==> src/rtl/ts_q_drain_pkg.sv <==
// rtl/ts_q_drain_pkg.sv - shared types and register map for the timestamp queue drainer
package ts_q_drain_pkg;

  typedef enum logic [3:0] {
    ST_IDLE,
    ST_POLL_RD,
    ST_POLL_WAIT,
    ST_GAP,
    ST_POP_SET,
    ST_POP_CLR,
    ST_DAT_RD,
    ST_DAT_WAIT,
    ST_EMIT
  } state_t;

  localparam logic [7:0] DEF_ADDR_STAT  = 8'h40;
  localparam logic [7:0] DEF_ADDR_CTRL  = 8'h44;
  localparam logic [7:0] DEF_ADDR_DATA0 = 8'h48;

  localparam int CTRL_POP     = 0;
  localparam int STAT_CNT_MSB = 7;
  localparam int STAT_CNT_LSB = 0;

  function automatic logic [7:0] data_addr(input logic [7:0] base, input logic [1:0] k);
    return base + {4'd0, k, 2'b00};
  endfunction

endpackage

==> src/rtl/ts_q_bus_seq.sv <==
// rtl/ts_q_bus_seq.sv - single-access register bus sequencer with read-latency wait
module ts_q_bus_seq #(
  parameter int RD_LAT = 1
) (
  input  logic        clk,
  input  logic        rst_n,
  input  logic        req,
  input  logic        wr,
  input  logic [7:0]  addr,
  input  logic [31:0] wdata,
  output logic        done,
  output logic [31:0] rdata,
  output logic        wr_out,
  output logic        rd_out,
  output logic [7:0]  addr_out,
  output logic [31:0] data_out,
  input  logic [31:0] data_in
);

  localparam logic [1:0] LAT = 2'(RD_LAT);

  logic       pend;
  logic [1:0] lat_cnt;

  always_ff @(posedge clk or negedge rst_n) begin
    if (!rst_n) begin
      pend    <= 1'b0;
      lat_cnt <= 2'd0;
    end else if (req && !wr) begin
      pend    <= 1'b1;
      lat_cnt <= 2'd1;
    end else if (pend) begin
      if (lat_cnt == LAT) pend <= 1'b0;
      else                lat_cnt <= lat_cnt + 2'd1;
    end
  end

  // req is a one-cycle registered pulse from the caller, so strobes are one cycle wide
  assign wr_out   = req & wr;
  assign rd_out   = req & ~wr;
  assign addr_out = req ? addr : 8'd0;
  assign data_out = (req & wr) ? wdata : 32'd0;

  assign done  = (req & wr) | (pend && (lat_cnt == LAT));
  assign rdata = data_in;

endmodule

==> src/rtl/ts_q_drain.sv <==
// rtl/ts_q_drain.sv - polls a timestamp queue over the register bus and streams 128-bit records
module ts_q_drain
  import ts_q_drain_pkg::*;
#(
  parameter logic [7:0] ADDR_STAT  = DEF_ADDR_STAT,
  parameter logic [7:0] ADDR_CTRL  = DEF_ADDR_CTRL,
  parameter logic [7:0] ADDR_DATA0 = DEF_ADDR_DATA0,
  parameter int         RD_LAT     = 1,
  parameter int         POLL_GAP   = 16
) (
  input  logic         clk,
  input  logic         rst,
  input  logic         en,
  output logic         wr_out,
  output logic         rd_out,
  output logic [7:0]   addr_out,
  output logic [31:0]  data_out,
  input  logic [31:0]  data_in,
  output logic         ts_valid,
  input  logic         ts_ready,
  output logic [127:0] ts_data,
  output logic         busy,
  output logic [15:0]  rec_cnt
);

  localparam logic [7:0] GAP_LAST = 8'(POLL_GAP - 1);

  state_t      state;
  logic [7:0]  gap_cnt;
  logic [1:0]  word_idx;
  logic [31:0] words [3];

  logic        acc_req;
  logic        acc_wr;
  logic [7:0]  acc_addr;
  logic [31:0] acc_wdata;
  logic        acc_done;
  logic [31:0] acc_rdata;

  ts_q_bus_seq #(.RD_LAT(RD_LAT)) u_bus_seq (
    .clk      (clk),
    .rst_n    (rst),
    .req      (acc_req),
    .wr       (acc_wr),
    .addr     (acc_addr),
    .wdata    (acc_wdata),
    .done     (acc_done),
    .rdata    (acc_rdata),
    .wr_out   (wr_out),
    .rd_out   (rd_out),
    .addr_out (addr_out),
    .data_out (data_out),
    .data_in  (data_in)
  );

  always_ff @(posedge clk or negedge rst) begin
    if (!rst) begin
      state     <= ST_IDLE;
      gap_cnt   <= 8'd0;
      word_idx  <= 2'd0;
      for (int i = 0; i < 3; i++) words[i] <= 32'd0;
      acc_req   <= 1'b0;
      acc_wr    <= 1'b0;
      acc_addr  <= 8'd0;
      acc_wdata <= 32'd0;
      ts_valid  <= 1'b0;
      ts_data   <= 128'd0;
      rec_cnt   <= 16'd0;
    end else begin
      // access command is a pulse issued on the transition into each access state
      acc_req   <= 1'b0;
      acc_wr    <= 1'b0;
      acc_addr  <= 8'd0;
      acc_wdata <= 32'd0;
      case (state)
        ST_IDLE: begin
          if (en) begin
            state    <= ST_POLL_RD;
            acc_req  <= 1'b1;
            acc_addr <= ADDR_STAT;
          end
        end
        ST_POLL_RD: state <= ST_POLL_WAIT;
        ST_POLL_WAIT: begin
          if (acc_done) begin
            if (acc_rdata[STAT_CNT_MSB:STAT_CNT_LSB] != 8'd0) begin
              state     <= ST_POP_SET;
              acc_req   <= 1'b1;
              acc_wr    <= 1'b1;
              acc_addr  <= ADDR_CTRL;
              acc_wdata <= 32'd1 << CTRL_POP;
            end else if (en) begin
              state   <= ST_GAP;
              gap_cnt <= 8'd0;
            end else begin
              state <= ST_IDLE;
            end
          end
        end
        ST_GAP: begin
          if (gap_cnt == GAP_LAST) begin
            if (en) begin
              state    <= ST_POLL_RD;
              acc_req  <= 1'b1;
              acc_addr <= ADDR_STAT;
            end else begin
              state <= ST_IDLE;
            end
          end else begin
            gap_cnt <= gap_cnt + 8'd1;
          end
        end
        ST_POP_SET: begin
          state    <= ST_POP_CLR;
          acc_req  <= 1'b1;
          acc_wr   <= 1'b1;
          acc_addr <= ADDR_CTRL;
        end
        ST_POP_CLR: begin
          state    <= ST_DAT_RD;
          word_idx <= 2'd0;
          acc_req  <= 1'b1;
          acc_addr <= data_addr(ADDR_DATA0, 2'd0);
        end
        ST_DAT_RD: state <= ST_DAT_WAIT;
        ST_DAT_WAIT: begin
          if (acc_done) begin
            if (word_idx == 2'd3) begin
              ts_data  <= {words[0], words[1], words[2], acc_rdata};
              ts_valid <= 1'b1;
              state    <= ST_EMIT;
            end else begin
              words[word_idx] <= acc_rdata;
              word_idx <= word_idx + 2'd1;
              state    <= ST_DAT_RD;
              acc_req  <= 1'b1;
              acc_addr <= data_addr(ADDR_DATA0, word_idx + 2'd1);
            end
          end
        end
        ST_EMIT: begin
          if (ts_ready) begin
            ts_valid <= 1'b0;
            rec_cnt  <= rec_cnt + 16'd1;
            if (en) begin
              state    <= ST_POLL_RD;
              acc_req  <= 1'b1;
              acc_addr <= ADDR_STAT;
            end else begin
              state <= ST_IDLE;
            end
          end
        end
        default: state <= ST_IDLE;
      endcase
    end
  end

  assign busy = !((state == ST_IDLE) || (state == ST_GAP));

endmodule

==> config.mk <==
export PLATFORM = sky130hd
export DESIGN_NAME = ts_q_drain
export DESIGN_NICKNAME = d
export VERILOG_FILES = /design/src/rtl/ts_q_drain_pkg.sv /design/src/rtl/ts_q_bus_seq.sv /design/src/rtl/ts_q_drain.sv
export SDC_FILE = /design/constraint.sdc
export NUM_CORES = 1
export LEC_CHECK = 0
export CAP_MARGIN = 5
export CORE_MARGIN = 8
export CORE_UTILIZATION = 40
export CTS_CLUSTER_SIZE = 28
export DETAILED_ROUTE_END_ITERATION = 8
export GPL_TIMING_DRIVEN = 0
export SYNTH_ARGS = -nofsm -noshare
export SYNTH_HDL_FRONTEND = slang
export SYNTH_SLANG_ARGS = --single-unit
==> constraint.sdc <==
create_clock -name clk -period 3.4 [get_ports clk]
set_input_delay 0.68 -clock clk [delete_from_list [all_inputs] [get_ports clk]]
set_output_delay 0.68 -clock clk [all_outputs]
set_load 0.05 [all_outputs]
==> flow_summary.yaml, run 1 <==
critical_path:
  required_ps: 2720
  cp-startpoint: "state[0]$_DFFE_PN0P_"
  path_max_fanout: 10
  crit_arrival_ps: 2170
  critPathMaxStageDelay_ps: 460
  reg2reg_from: "u_bus_seq.lat_cnt[0]$_DFFE_PN0P_"
  r2r_end: "ts_data[123]$_DFFE_PN0P_"
  reg2reg_depth: 7
  worstSetupEndpointType: "output pin"
  crit_chain: "clkbuf_1 > nor2_1 > o21ai_0 > dlymetal6s2s_1"
  r2r_setup_slack_ps: 1040
  endpoint: "busy"
  cp_slowest_cell: "dfrtp_1"
  path_class: "reg -> out"
  critPathLaunchType: "flop"
logic_synthesis:
  synth_area_leader_cell: "dfrtp_1"
  synth.area.top_cells: "dfrtp_1, mux2_2, mux2_4"
  async_flop_share_pct: 100
  netlist-cell-type-count: 53
  seq_area_frac_synth_pct: 59.4
  syn_inst: 715
  synth_top_cell_area_share_pct: 59.4
  synth_edf_count: 0
  synth_seq_cells: 265
  ys.flop_type: "dfrtp_1"
  syn_area_mm2: 0.0112
  avgSynthCellArea_um2: 15.6
  yosysWarnings: 0
clock_tree:
  cts_max_level: 1
  cts_sinks: 265
  worstSkewPairLatency_ps: 550
  cts_buffer_depth: 3
  cts_tree: "built"
  cts_buffers: 29
  hold_buffers: 0
  cts-root-buf: "clkbuf_16"
  path_clk_slew_ps: 60
power:
  ir_worst_vdd_mv: 0.343
  total_power_mw: 8.79
  p_leak_nw: 6.94
  power_density_mw_per_mm2: 597
floorplanning:
  start_util_pct: 40.4
  die_area_mm2: 0.0335
  die_h_um: 183
  die_w_um: 183
  ioPinCount: 224
  rows: 61
  core_region_area_mm2: 0.0276
placement:
  io_buffers: 188
  gp_congestion: 0.738
  place_area_mm2: 0.0137
  hpwl_um: 17400
drt:
  drt_iter0_markers: 275
  antenna_left: 0
  drt_wl_total_um: 25300
  viasPerCell: 4.66
  vias: 6388
  first_pass_iters: 4
  wl_per_cell_um: 18.4
  drc: 0
timing:
  hold_violations: 0
  period_minus_slack_ps: 2850
  slew_violations: 0
  finalSetupViolCount: 0
  fin_hold_ws_ps: 93.5
  fin_crit_sh_pct: 83.9
  tightest_slew_ps: 638
  timing.slew.headroom_pct: 57.1
  finalSetupTns_ps: 0
  rsz0062_at_grt: "no"
  clock.fmax_mhz: 351
  finClkSkew_ps: 23.1
global_route:
  grt_overflow_total: 0
  grtUsageTotal_pct: 15.1
  grt_pass1_wl_um: 40300
  grt_start_max_net_pins: 110
  grt_pass1_vias: 6756
  grt_antenna_before_repair: 0
cells_and_area:
  area_delta_synth_final_pct: 31.9
  fin_nets: 1013
  fin_area_mm2: 0.0147
  drive_above_1_share_pct: 35.0
worst_hold_path:
  hp-class: "in -> async"
outcome:
  outcome: "finished clean"
run:
  drv_cap: 0
logic make-up after synthesis:
logic type | Yosys count | share of synthesized area (%)
compound gates | 32 | 2.04
xor+xnor | 21 | 1.65
fa+ha+maj | 7 | 0.784
other cells | 1 | 0.0336
simple gates | 87 | 4.74
flops | 265 | 59.4
buf+inv | 73 | 5.30
mux | 229 | 26.1
repair_timing:
action                                  4_1_cts  5_1_grt
resized for setup                             0        1
setup buffers                                 0        0
endpoints found under the setup margin        0        1
cell usage after synthesis, types with 5 or more instances:
library cell	count
buf_2	14
mux2_2	136
ha_1	7
xor2_1	5
dfrtp_1	265
clkbuf_1	5
a21oi_1	5
mux2_4	90
and2_1	11
nand2_1	13
nand3_1	12
and3_1	6
inv_1	7
buf_12	9
o21ai_0	8
xnor2_1	16
buf_4	35
nor2_1	10
placed cells by master (no fill, tap or decap), types with 3 or more instances in the layout:
cell type	instances
buf_12	9
buf_4	35
dfrtp_1	265
nand2b_1	4
nand3_1	12
mux2i_1	3
a21oi_1	5
conb_1	35
ha_1	7
clkinv_2	5
nor3_1	3
nor2_1	10
buf_2	14
xor2_1	5
and3_1	6
buf_6	3
inv_1	7
mux2_2	136
a21o_1	3
clkbuf_16	29
bufinv_16	3
xnor2_1	16
clkdlybuf4s50_1	186
clkbuf_8	10
clkbuf_1	9
mux2_4	90
nor2b_1	4
and2_1	11
nand2_1	13
o21ai_0	8
nand4_1	4
stage by stage:
step	utilization [%]	worst slack, ps	instances
2_1_floorplan	-	812	749
3_3_place_gp	49.4	-10050	1315
3_5_place_dp	49.6	355	1317
4_1_cts	53.3	145	1371
5_1_grt	53.3	319	1371
6_report	53.3	548	1372
worst max-delay path, delay by kind of cell, from the launching register on:
family	cells	cell delay [ps]
DFF	1	460
buffers and inverters	2	830
and+or+nand+nor	1	170
AOI/OAI and AO/OA	1	190
area by class of cell:
cell class              count  area [um^2]
plain buffers              66          566
well taps                 378          473
clock buffers              43          878
clock inverters            11          139
diodes                      1         2.50
flip-flops and latches    265         6630
repair buffers            190         1940
inverters                   7         26.3
fillers                  2371        12900
multi-input cells         411         4070
how the worst min path moves through the flow:
stage	cells past startpoint	startpoint	end	slack, ps
final	1	rst	ts_data[45]$_DFFE_PN0P_	90
after global routing	1	rst	words[45]$_DFFE_PN0P_	120
after CTS	1	rst	ts_data[45]$_DFFE_PN0P_	90
after detailed placement	1	rec_cnt[15]$_DFFE_PN0P_	rec_cnt[15]$_DFFE_PN0P_	470
after global placement	1	rec_cnt[15]$_DFFE_PN0P_	rec_cnt[15]$_DFFE_PN0P_	460
after floorplan	0	rst	acc_addr[2]$_DFF_PN0_	380
registers in the layout, summed over array words and instances, names as in the netlist:
name / cells
rec_cnt: 16
u_bus_seq.lat_cnt: 2
word_idx: 2
ts_valid: 1
acc_req: 1
u_bus_seq.pend: 1
ts_data: 128
acc_wdata: 1
acc_addr: 4
gap_cnt: 8
words: 96
acc_wr: 1
state: 4
routing by layer:
layer	vias to the layer above	GRT usage (%)	share of wire [%]
li1	2957	-	-
met2	160	24.1	45
met3	32	3.60	6.3
met4	0	3.45	1.7
met5	-	0	0
met1	3239	20.5	47
where the power goes:
part	total [mW]	internal [mW]	switching, mW
registers	3.92	3.62	0.302
clock network	3.27	2.01	1.26
logic	1.59	0.817	0.777
No activity file was read; power rests on OpenSTA's default activity.
==> run 2: changes to the inputs <==
==> constraint.sdc (replaced) <==
create_clock -name clk -period 2.7 [get_ports clk]
set_input_delay 0.54 -clock clk [delete_from_list [all_inputs] [get_ports clk]]
set_output_delay 0.54 -clock clk [all_outputs]
set_load 0.05 [all_outputs]
==> run 2 against run 1 <==
Sequential share of layout area about the same; highest routed layer unchanged; critical path depth decreased by 2; first-iteration DRC count decreased by 8.4%.
==> flow_summary.yaml, run 2 (synthesis gave the netlist of run 1 again) <==
power:
  p_clk_share_pct: 37.2
  switching_share_pct: 26.7
  combPwrFrac_pct: 18.1
  power_density_mw_per_mm2: 750
  p_leak_nw: 6.95
  p_seq_share_pct: 44.7
  internal_power_mw: 8.11
  total_power_mw: 11.1
  p_sw_mw: 2.95
  ir_worst_vdd_mv: 0.432
placement:
  hpwl_um: 17400
  gp_congestion: 0.738
  dp_slack_ps: -205
  io_buffers: 188
clock_tree:
  cts_buffers: 29
  cts_tree: "built"
  cts_max_level: 1
  cts_buffer_depth: 3
  cts-root-buf: "clkbuf_16"
  cts_sinks: 265
  path_clk_slew_ps: 60
  worstSkewPairLatency_ps: 550
cells_and_area:
  layout_commonest_cell: "dfrtp_1"
  registers.top_by_ff_count: "ts_data"
  fin_nets: 1014
  multi_input_area_mm2: 0.00407
  largest_reg_flops: 128
  area_delta_synth_final_pct: 32.0
  drive_above_1_share_pct: 35.3
  fillers: 2370
  top_regs: "ts_data x128, words x96, rec_cnt x16"
  seq_area_mm2: 0.00663
  layout_common_cells: "dfrtp_1, clkdlybuf4s50_1, mux2_2, mux2_4"
timing:
  fin_hold_ws_ps: 471
  fin_crit_sh_pct: 95.1
  finClkSkew_ps: 23.1
  rsz0062_at_grt: "no"
  tightest_slew_ps: 634
  finalSetupViolCount: 0
  period_minus_slack_ps: 2570
  slew_violations: 0
  setup_slack_ps: 132
  hold_violations: 0
  clock.fmax_mhz: 389
  timing.slew.headroom_pct: 57.4
global_route:
  grt_antenna_before_repair: 0
  grt_pass1_vias: 6761
  grt_overflow_total: 0
  grt_pass1_wl_um: 40400
  grt_start_max_net_pins: 110
  grtUsageTotal_pct: 15.1
floorplanning:
  core_region_area_mm2: 0.0276
  start_util_pct: 40.4
  ioPinCount: 224
  rows: 61
  die_area_mm2: 0.0335
  die_w_um: 183
  die_h_um: 183
outcome:
  outcome: "finished clean"
drt:
  first_pass_iters: 4
  drc: 0
  drt_wl_total_um: 25300
  viasPerCell: 4.66
  wl_per_cell_um: 18.4
  vias: 6392
  drt_iter0_markers: 252
  antenna_left: 0
critical_path:
  path_class: "reg -> out"
  path_max_fanout: 8
  required_ps: 2160
  crit_arrival_ps: 2030
  critPathLaunchType: "flop"
  worstSetupEndpointType: "output pin"
run:
  drv_cap: 0
worst_hold_path:
  hp-class: "reg -> reg"
[run 2: critical path, stage by stage (launching register included)]
cell and delay (ps):
dfrtp_1 470, and3_1 200, clkdlybuf4s50_1 810
[run 2: final timing paths]
kind,start,to,slack [ps],depth (start not counted)
worst max-delay path,acc_req$_DFF_PN0_,data_out[0],130,2
worst min-delay path,rec_cnt[15]$_DFFE_PN0P_,rec_cnt[15]$_DFFE_PN0P_,470,1
worst max register to register,u_bus_seq.lat_cnt[0]$_DFFE_PN0P_,ts_data[123]$_DFFE_PN0P_,340,7
worst min register to register,rec_cnt[15]$_DFFE_PN0P_,rec_cnt[15]$_DFFE_PN0P_,470,1
max in group asynchronous,rst,rec_cnt[1]$_DFFE_PN0P_,1170,3
min in group asynchronous,rst,ts_data[45]$_DFFE_PN0P_,550,2
[run 2: area by class of cell]
cell class                      instances  area share [%]
Antenna cell                            1          0.0170
Clock buffer                           43            5.96
Timing Repair Buffer                  191            13.2
Sequential cell                       265            45.0
Tap cell                              378            3.21
Buffer                                 66            3.85
Multi-Input combinational cell        411            27.6
Clock inverter                         11           0.942
Inverter                                7           0.178
[run 2: layer usage]
layer | track usage, % | up-vias | wire length [um]
met4 | 3.45 | 0 | 433
met2 | 24.1 | 156 | 11500
met3 | 3.60 | 32 | 1580
met1 | 20.5 | 3241 | 11800
met5 | 0 | - | 0
li1 | - | 2963 | -
[run 2: power groups by stage]
stage | Clock (mW) | Sequential, mW | Combinational, mW
floorplan | 0 | 5.05 | 1.39
global placement | 0 | 5.00 | 1.98
detailed placement | 0 | 5.00 | 2.02
CTS | 4.26 | 4.94 | 2.02
global route | 4.41 | 5.02 | 2.18
finish | 4.12 | 4.94 | 2.00
[run 2: what timing repair did]
item                                    CTS  global route
hold buffers                              1             0
gates resized for setup                   5             6
buffers inserted                          0             0
hold endpoints to repair                 63             0
endpoints found under the setup margin    2             1
[run 2: through the flow]
step	area, um^2	utilization, %	setup TNS, ps	cells
2_1_floorplan	11300	-	0	749
3_3_place_gp	13700	49.4	-2807420	1315
3_5_place_dp	13700	49.6	-989	1317
4_1_cts	14700	53.3	0	1372
5_1_grt	14700	53.3	0	1372
6_report	14700	53.3	0	1373
==> run 3: changes to the inputs <==
--- a/config.mk
+++ b/config.mk
@@ -6,6 +6,7 @@
 export NUM_CORES = 1
 export LEC_CHECK = 0
 export CAP_MARGIN = 5
+export CORE_ASPECT_RATIO = 1.2
 export CORE_MARGIN = 8
 export CORE_UTILIZATION = 40
 export CTS_CLUSTER_SIZE = 28
==> run 3 against run 2 <==
Critical path depth unchanged; count of clock-buffer cells in the layout shrank 4; sequential power about the same; cell area decreased by 1.2%; largest cell class unchanged; sequential share of layout area grew 0.53 points.
==> flow_summary.yaml, run 3 (synthesis gave the netlist of run 1 again) <==
clock_tree:
  path_clk_slew_ps: 70
  cts_tree: "built"
  worstSkewPairLatency_ps: 530
  cts_sinks: 265
  cts_buffer_depth: 3
  cts-root-buf: "clkbuf_16"
  cts_setup_buffers: 0
  cts_buffers: 27
  cts_max_level: 1
drt:
  drc: 0
  wl_per_cell_um: 19.4
  antenna_left: 0
  drt_iter0_markers: 262
  drt_wl_total_um: 25900
  viasPerCell: 4.80
  first_pass_iters: 4
  vias: 6394
timing:
  period_minus_slack_ps: 2560
  slew_violations: 0
  fin_crit_sh_pct: 94.8
  finClkSkew_ps: 13.4
  finalSetupViolCount: 0
  hold_violations: 0
  tightest_slew_ps: 622
  clock.fmax_mhz: 391
  finalSetupTns_ps: 0
  rsz0062_at_grt: "no"
  timing.slew.headroom_pct: 58.6
global_route:
  grt_pass1_wl_um: 40800
  grt_start_max_net_pins: 123
  grtUsageTotal_pct: 15.4
  grt_pass1_vias: 6866
  grt_overflow_total: 0
  grt_antenna_before_repair: 0
placement:
  io_buffers: 188
  gp_congestion: 0.766
  dp_cells: 1284
  place_area_mm2: 0.0137
  hpwl_um: 18000
power:
  power_density_mw_per_mm2: 733
  ir_worst_vdd_mv: 0.771
  p_leak_nw: 6.89
critical_path:
  critPathLaunchType: "flop"
  reg2reg_depth: 7
  required_ps: 2160
  path_max_fanout: 8
  worstSetupEndpointType: "output pin"
  crit_arrival_ps: 2020
  path_class: "reg -> out"
floorplanning:
  start_util_pct: 40.4
  core_region_area_mm2: 0.0277
  die_area_mm2: 0.0335
  rows: 67
  ioPinCount: 224
  die_h_um: 199
  die_w_um: 169
outcome:
  outcome: "finished clean"
cells_and_area:
  diodes: 0
  fin_area_mm2: 0.0146
  largest_reg_flops: 128
  fin_nets: 1012
  registers.top_by_ff_count: "ts_data"
  layout_common_cells: "dfrtp_1, clkdlybuf4s50_1, mux2_2, mux2_4"
  area_delta_synth_final_pct: 30.4
  layout_commonest_cell: "dfrtp_1"
  top_regs: "ts_data x128, words x96, rec_cnt x16"
  fillers: 2349
  fin_cells: 1333
  drive_above_1_share_pct: 34.8
  fin_util_pct: 52.7
worst_hold_path:
  hp-class: "in -> async"
run:
  drv_cap: 0
==> run 3: cell types whose count changed in the layout (fill, tap and decap cells not counted), sizes merged <==
cell | previous run | this run
clkbuf | 48 | 44
diode | 1 | 0
clkinvlp | 2 | 0
bufinv | 3 | 2
clkinv | 5 | 6
==> run 3: final cells by class <==
| cell class | count | area [um^2] | share of cell area, % |
|---|---|---|---|
| sequential | 265 | 6630 | 45.5 |
| multi-input combinational | 411 | 4070 | 28.0 |
| timing repair buffer | 191 | 1950 | 13.4 |
| clock buffer | 39 | 791 | 5.43 |
| buffer | 66 | 568 | 3.90 |
| tap | 345 | 432 | 2.96 |
| clock inverter | 9 | 98.8 | 0.679 |
| inverter | 7 | 26.3 | 0.180 |
==> run 3: worst paths after layout <==
| path | startpoint | end | slack (ps) |
|---|---|---|---|
| min in group clk | rec_cnt[15]$_DFFE_PN0P_ | rec_cnt[15]$_DFFE_PN0P_ | 480 |
| setup reg to reg | u_bus_seq.lat_cnt[0]$_DFFE_PN0P_ | ts_data[30]$_DFFE_PN0P_ | 220 |
| hold / removal | rst | u_bus_seq.lat_cnt[0]$_DFFE_PN0P_ | 470 |
| hold reg to reg | rec_cnt[15]$_DFFE_PN0P_ | rec_cnt[15]$_DFFE_PN0P_ | 470 |
| max in group asynchronous | rst | ts_data[19]$_DFFE_PN0P_ | 1300 |
| setup / recovery | acc_req$_DFF_PN0_ | data_out[0] | 140 |
==> run 3: metal layers <==
| metal | up-vias | GRT usage [%] | wire, um |
|---|---|---|---|
| met2 | 157 | 25.9 | 12500 |
| met3 | 22 | 3.77 | 1630 |
| met5 | - | 0 | 0 |
| met1 | 3263 | 19.9 | 11400 |
| met4 | 0 | 3.15 | 310 |
| li1 | 2952 | - | - |
==> run 3: timing repair <==
action                                  in CTS  in global routing
hold endpoints to repair                    33                  0
pin swaps                                    0                  0
resized for setup                            6                  4
endpoints found under the setup margin       2                  1
hold buffers                                 1                  0
cloned                                       0                  0
==> run 3: worst max-delay path, cell delays in order, from the launching register on <==
cell	delay, ps
dfrtp_1	490
and3_1	200
clkdlybuf4s50_1	800
==> run 3: where the power goes <==
part	internal, mW	total, mW	switching [mW]	leakage, nW
clock network	2.21	3.72	1.51	0.445
logic	1.02	2.02	0.996	2.88
registers	4.56	4.94	0.376	3.57
total	7.79	10.7	2.88	6.89
==> run 3: through the flow <==
step | hold WS, ps | setup slack, ps | total power, mW
final | 475 | 141 | 10.7
after detailed placement | 445 | 53.5 | 7.03
after floorplan | 244 | 252 | 6.44
after global placement | 467 | -10540 | 6.99
after global routing | 473 | 16.8 | 11.2
after CTS | 458 | 10.0 | 10.8
